## src/rtl/fc_out_accumulator_if.sv

```systemverilog
// Handshake and result bus between the activation/weight source, the FC output accumulator and the argmax comparator.
interface fc_out_accumulator_if #(
  parameter int IN_WIDTH   = 8,
  parameter int W_WIDTH    = 8,
  parameter int BIAS_WIDTH = 16,
  parameter int ACC_WIDTH  = 27,
  parameter int N_OUT      = 10
);
  logic                        start;
  logic                        in_valid;
  logic [IN_WIDTH-1:0]         in_data;
  logic [N_OUT*W_WIDTH-1:0]    weights;
  logic [N_OUT*BIAS_WIDTH-1:0] bias;
  logic                        in_ready;
  logic                        busy;
  logic                        valid;
  logic [N_OUT*ACC_WIDTH-1:0]  layer_out;

  modport master (
    output start, in_valid, in_data, weights, bias,
    input  in_ready, busy, valid, layer_out
  );

  modport slave (
    input  start, in_valid, in_data, weights, bias,
    output in_ready, busy, valid, layer_out
  );
endinterface

```

## src/rtl/fc_out_accumulator.sv

```systemverilog
// Ten-lane MAC over N_INPUTS beats plus bias; valid pulses 2 cycles after the last beat.
// Beats are taken only while in_ready (ACCUM); layer_out holds until the next frame's result.
module fc_out_accumulator #(
  parameter int IN_WIDTH   = 8,
  parameter int W_WIDTH    = 8,
  parameter int BIAS_WIDTH = 16,
  parameter int ACC_WIDTH  = 27,
  parameter int N_OUT      = 10,
  parameter int N_INPUTS   = 64
) (
  input logic                 clk,
  input logic                 rst_n,
  fc_out_accumulator_if.slave bus
);
  localparam int CNT_W  = $clog2(N_INPUTS + 1);
  localparam int PROD_W = IN_WIDTH + W_WIDTH;

  typedef enum logic [1:0] {IDLE, ACCUM, BIAS, DONE} state_t;

  state_t               state;
  logic [CNT_W-1:0]     count;
  logic [ACC_WIDTH-1:0] acc      [N_OUT];
  logic [ACC_WIDTH-1:0] acc_beat [N_OUT];
  logic [ACC_WIDTH-1:0] acc_bias [N_OUT];

  // Full-width signed product and bias, both sign-extended into the accumulator width.
  for (genvar k = 0; k < N_OUT; k++) begin : g_lane
    logic signed [PROD_W-1:0] prod;
    assign prod = PROD_W'($signed(bus.in_data)) *
                  PROD_W'($signed(bus.weights[W_WIDTH*k +: W_WIDTH]));
    assign acc_beat[k] = acc[k] + ACC_WIDTH'(prod);
    assign acc_bias[k] = acc[k] + ACC_WIDTH'($signed(bus.bias[BIAS_WIDTH*k +: BIAS_WIDTH]));
  end

  always_ff @(posedge clk) begin
    if (!rst_n) begin
      state         <= IDLE;
      count         <= '0;
      bus.in_ready  <= 1'b0;
      bus.busy      <= 1'b0;
      bus.valid     <= 1'b0;
      bus.layer_out <= '0;
      for (int k = 0; k < N_OUT; k++) acc[k] <= '0;
    end else begin
      bus.valid <= 1'b0;
      case (state)
        IDLE: begin
          if (bus.start) begin
            for (int k = 0; k < N_OUT; k++) acc[k] <= '0;
            count        <= '0;
            bus.in_ready <= 1'b1;
            bus.busy     <= 1'b1;
            state        <= ACCUM;
          end
        end
        ACCUM: begin
          if (bus.in_valid && bus.in_ready) begin
            for (int k = 0; k < N_OUT; k++) acc[k] <= acc_beat[k];
            count <= count + CNT_W'(1);
            if (count == CNT_W'(N_INPUTS - 1)) begin
              bus.in_ready <= 1'b0;
              state        <= BIAS;
            end
          end
        end
        BIAS: begin
          // Publishing the biased sum here lets valid land in the DONE cycle.
          for (int k = 0; k < N_OUT; k++) begin
            acc[k]                                  <= acc_bias[k];
            bus.layer_out[ACC_WIDTH*k +: ACC_WIDTH] <= acc_bias[k];
          end
          bus.valid <= 1'b1;
          state     <= DONE;
        end
        DONE: begin
          bus.busy <= 1'b0;
          state    <= IDLE;
        end
        default: state <= IDLE;
      endcase
    end
  end
endmodule
```

## src/flat_wrapper.sv

```systemverilog
// flat-port wrapper written by rule: the top's interface ports become plain ports
module fc_out_accumulator_flat 
#(
  parameter int IN_WIDTH   = 8,
  parameter int W_WIDTH    = 8,
  parameter int BIAS_WIDTH = 16,
  parameter int ACC_WIDTH  = 27,
  parameter int N_OUT      = 10,
  parameter int N_INPUTS   = 64
)
  (clk, rst_n, bus_start, bus_in_valid, bus_in_data, bus_weights, bus_bias, bus_in_ready, bus_busy, bus_valid, bus_layer_out);
  fc_out_accumulator_if #(.IN_WIDTH(IN_WIDTH), .W_WIDTH(W_WIDTH), .BIAS_WIDTH(BIAS_WIDTH), .ACC_WIDTH(ACC_WIDTH), .N_OUT(N_OUT)) bus_i ();
  input logic clk;
  input logic rst_n;
  input wire logic [$bits(bus_i.start)-1:0] bus_start;
  input wire logic [$bits(bus_i.in_valid)-1:0] bus_in_valid;
  input wire logic [$bits(bus_i.in_data)-1:0] bus_in_data;
  input wire logic [$bits(bus_i.weights)-1:0] bus_weights;
  input wire logic [$bits(bus_i.bias)-1:0] bus_bias;
  output wire logic [$bits(bus_i.in_ready)-1:0] bus_in_ready;
  output wire logic [$bits(bus_i.busy)-1:0] bus_busy;
  output wire logic [$bits(bus_i.valid)-1:0] bus_valid;
  output wire logic [$bits(bus_i.layer_out)-1:0] bus_layer_out;
  assign bus_i.start = bus_start;
  assign bus_i.in_valid = bus_in_valid;
  assign bus_i.in_data = bus_in_data;
  assign bus_i.weights = bus_weights;
  assign bus_i.bias = bus_bias;
  assign bus_in_ready = bus_i.in_ready;
  assign bus_busy = bus_i.busy;
  assign bus_valid = bus_i.valid;
  assign bus_layer_out = bus_i.layer_out;
  fc_out_accumulator #(.IN_WIDTH(IN_WIDTH), .W_WIDTH(W_WIDTH), .BIAS_WIDTH(BIAS_WIDTH), .ACC_WIDTH(ACC_WIDTH), .N_OUT(N_OUT), .N_INPUTS(N_INPUTS)) u_core (.clk(clk), .rst_n(rst_n), .bus(bus_i));
endmodule
```

## config.mk

```make
export PLATFORM = sky130hd
export DESIGN_NAME = fc_out_accumulator_flat
export DESIGN_NICKNAME = d
export VERILOG_FILES = /design/src/rtl/fc_out_accumulator_if.sv /design/src/rtl/fc_out_accumulator.sv /design/src/flat_wrapper.sv
export SDC_FILE = /design/constraint.sdc
export NUM_CORES = 2
export LEC_CHECK = 0
export ABC_CLOCK_PERIOD_IN_PS = 22400
export BUFFER_PORTS_ARGS = -buffer_cell sky130_fd_sc_hd__buf_4
export CAP_MARGIN = 20
export CORE_MARGIN = 1.5
export CORE_UTILIZATION = 50
export DETAILED_ROUTE_END_ITERATION = 16
export PLACE_DENSITY = 0.68
export SETUP_SLACK_MARGIN = 0.3
export SYNTH_ARGS = -nofsm -noshare
export SYNTH_HDL_FRONTEND = slang
export SYNTH_SLANG_ARGS = --single-unit
```

## constraint.sdc

```tcl
create_clock -name clk -period 22.4 [get_ports clk]
set_input_delay 2.24 -clock clk [delete_from_list [all_inputs] [get_ports clk]]
set_output_delay 2.24 -clock clk [all_outputs]
set_load 0.01 [all_outputs]
```

==> results_dict.tcl <==
set metrics [dict create \
    die_width_um 373.9 \
    worstHoldPathCells 2 \
    clk_sinks 552 \
    ctsLongestPathBuffers 3 \
    worst_hold_path_type "register to register" \
    setup_tns_ns 0 \
    yosys_most_used_dff "sky130_fd_sc_hd__dfxtp_1" \
    synthesis.yosys.warnings 0 \
    commonest_non_fill_non_tap_cells_in_the_layout "sky130_fd_sc_hd__inv_1 (979), sky130_fd_sc_hd__ha_1 (844), sky130_fd_sc_hd__nand2_1 (812)" \
    final-max-slew-violation-count 0 \
    clock_latency_ns 0.68 \
    routed_wirelength_normalized_by_instance_count_um 19.53 \
    layout-drive-gt1-share 0.09112 \
    largest_net_degree_at_the_start_of_global_routing 143 \
    postCtsHoldBufs 0 \
    postSynthAreaPerCell_um2 8.814 \
    cp-start-kind "input pin" \
    post_syn_instances 7802 \
    placeableCoreArea_um2 136000 \
    yosys-mux-area-fraction 0.01139 \
    tritoncts.num_buffers 74 \
    vias 56950 \
    seq_area_um2 13750 \
    antenna_found_initial 27 \
    post-route-min-period_ns 9.117 \
    outcome "completed" \
    ctsRootBufferMaster "sky130_fd_sc_hd__clkbuf_16" \
    globalplace.congestion 0.9179 \
    postSynth.asyncResetShare 0 \
    finalSetupViolations 0 \
    postRouteAntennaNets 0 \
    drc_errors 0 \
    nNetsFinal 9916 \
    multi_input_area_um2 50650 \
    worstSetupEndpointType "register" \
    drt_iter0_drc 3489 \
    postCtsSetupBuffers 0 \
    ys_seq_elements 552 \
    die_height_um 373.9 \
    largest_family_of_logic_cells_by_synthesized_area "adder cells" \
    crit_start "bus_in_data[6]" \
    place.port_buffers 524 \
    groute.layer.met1.usage 0.3625 \
    worstHoldStart "u_core.bus.layer_out[41]" \
    wl_um 197300 \
    layout.cells.most_common "sky130_fd_sc_hd__inv_1" \
    first_pass_grt_wire_length_um 308100 \
    drt_pass1_iterations 7 \
    path_clk_slew_ns 0.06 \
    synth.net_count 9469 \
    maxCapViolCount 0 \
    ys_types 106 \
    via_per_inst 5.638 \
    layout_stage_area_growth_over_the_synthesis_result_pct 11.99 \
    global_route.overflow_total 0 \
    slew_headroom 0.2512 \
    global_route.peak_usage_layer "met2" \
    synth-xor-area-share 0.07680 \
    met2_grt_util 0.4570 \
    gr-usage-met3 0.05480 \
    fmaxAchievable_mhz 109.7 \
    vias_in_the_first_global_route 56300 \
    io_pins 525 \
    cts.htree.levels 3 \
    tightest_slew_ns 1.123 \
    rsz_0062_raised_after_global_routing "false" \
    cts_tree "yes" \
    post_synth_design_cell_area_um2 68760 \
    synth_compound_area_frac 0.1645 \
    layout_worst_path_cycle_share 0.4070 \
    critical_path_peak_fanout 42 \
    synth_sequential_area_ratio 0.2000 \
    floorplan.die_area_um2 139800 \
    dp.final_hpwl_um 156200 \
    initial_utilization 0.5057 \
    crit-reg2reg-launch "u_core.state[0]" \
    nFillCells 12100 \
    hold_viol 0 \
    synth-edff-count 270 \
    cts-resized-gates 0 \
    crit_required_ns 22.79 \
    row_count 135 \
    timing.setup.critical_path_class "input pin to register" \
    synthAdderAreaFrac 0.3197 \
    reg2regPathDepth 10 \
    track_usage 0.2764 \
    synth-simple-area-share 0.1635 \
    arrival_ns 9.51 \
    worst_clock_skew_ns 0.04947 \
]
==> critical path, stage by stage <==
cell                       delay (ns)
sky130_fd_sc_hd__buf_4           0.38
sky130_fd_sc_hd__buf_4           0.59
sky130_fd_sc_hd__and2_1          0.22
sky130_fd_sc_hd__ha_1            0.26
sky130_fd_sc_hd__fa_1            0.52
sky130_fd_sc_hd__inv_1           0.06
sky130_fd_sc_hd__fa_1            0.48
sky130_fd_sc_hd__fa_1            0.49
sky130_fd_sc_hd__inv_1           0.04
sky130_fd_sc_hd__ha_1            0.31
sky130_fd_sc_hd__a21oi_1         0.22
sky130_fd_sc_hd__nor2b_1         0.09
sky130_fd_sc_hd__o41ai_1         0.45
sky130_fd_sc_hd__o21ai_1         0.18
sky130_fd_sc_hd__o41a_1          0.37
sky130_fd_sc_hd__xnor2_2         0.59
sky130_fd_sc_hd__ha_1            0.41
sky130_fd_sc_hd__a21o_1          0.21
sky130_fd_sc_hd__a21o_1          0.17
sky130_fd_sc_hd__a21o_1          0.18
sky130_fd_sc_hd__a21o_1          0.18
sky130_fd_sc_hd__a31oi_1         0.22
sky130_fd_sc_hd__o211ai_1        0.18
sky130_fd_sc_hd__o21a_1          0.22
sky130_fd_sc_hd__xnor2_1         0.14
sky130_fd_sc_hd__o21ai_0         0.08
==> layer usage <==
| metal | wire [um] | share of wire |
|---|---|---|
| met1 | 84880 | 0.43 |
| met2 | 91890 | 0.47 |
| met3 | 14070 | 0.071 |
| met4 | 6293 | 0.032 |
| met5 | 162 | 0.00082 |
==> worst paths after layout <==
path / endpoint / slack, ns
setup reg to reg: u_core.acc[4][23] / 17.67
setup / recovery: u_core.acc[3][26] / 13.28
hold reg to reg: u_core.bus.layer_out[41] / 0.44
hold / removal: u_core.bus.layer_out[41] / 0.44
==> synthesized netlist by cell type (61+ instances only) <==
cell | count | share of area
sky130_fd_sc_hd__a21o_1 | 246 | 0.027
sky130_fd_sc_hd__nand3_1 | 106 | 0.0077
sky130_fd_sc_hd__o21a_1 | 93 | 0.010
sky130_fd_sc_hd__mux2i_1 | 67 | 0.0098
sky130_fd_sc_hd__inv_1 | 979 | 0.053
sky130_fd_sc_hd__ha_1 | 845 | 0.15
sky130_fd_sc_hd__nand2b_1 | 106 | 0.0096
sky130_fd_sc_hd__nor2_1 | 283 | 0.015
sky130_fd_sc_hd__xor2_1 | 191 | 0.024
sky130_fd_sc_hd__clkbuf_1 | 178 | 0.0097
sky130_fd_sc_hd__edfxtp_1 | 270 | 0.12
sky130_fd_sc_hd__and2_1 | 470 | 0.043
sky130_fd_sc_hd__a21oi_1 | 429 | 0.031
sky130_fd_sc_hd__o21bai_1 | 64 | 0.0070
sky130_fd_sc_hd__nor2b_1 | 167 | 0.015
sky130_fd_sc_hd__fa_1 | 570 | 0.17
sky130_fd_sc_hd__a22o_1 | 69 | 0.0088
sky130_fd_sc_hd__o21ai_0 | 397 | 0.029
sky130_fd_sc_hd__xnor2_1 | 405 | 0.052
sky130_fd_sc_hd__and3_1 | 61 | 0.0055
sky130_fd_sc_hd__nand2_1 | 813 | 0.044
sky130_fd_sc_hd__dfxtp_1 | 282 | 0.082
sky130_fd_sc_hd__nor3_1 | 83 | 0.0060
==> layout make-up <==
cell class | count | share of cell area
Multi-Input combinational cell | 6079 | 0.6578
Timing Repair Buffer | 562 | 0.05495
Sequential cell | 552 | 0.1786
Antenna cell | 13 | 0.0004224
Clock inverter | 29 | 0.003152
Clock buffer | 106 | 0.02829
Inverter | 980 | 0.04787
Tap cell | 1781 | 0.02894
==> flip-flops by register name (all words and copies together) (netlist names) <==
name and flops:
u_core.bus.valid 1, u_core.acc 270, u_core.bus.layer_out 270, u_core.bus.in_ready 1, u_core.bus.busy 1, u_core.count 7
u_core.state 2
==> cell families after synthesis <==
kind of cell / Yosys count
and+or+nand+nor: 2254
AOI/OAI and AO/OA: 1734
adders and majority gates: 1415
buffers and inverters: 1171
xor gates and xnor gates: 599
DFF: 552
muxes: 77
==> metrics by stage <==
stage	cells	cell area (um^2)	worst slack, ns	hold WS, ns	util
floorplan	7802	68760	11.09	0.4539	-
global placement	9954	74550	12.79	0.4300	0.5483
global route	10090	76990	12.86	0.4597	0.5662
detailed placement	9954	74550	12.62	0.4330	0.5483
finish	10100	77010	13.28	0.4412	0.5663
CTS	10090	76980	13.36	0.4447	0.5661
Power is left out: the tool's default activity adds up to more than one toggle a clock period on the data nets, which glitch-free logic cannot reach.
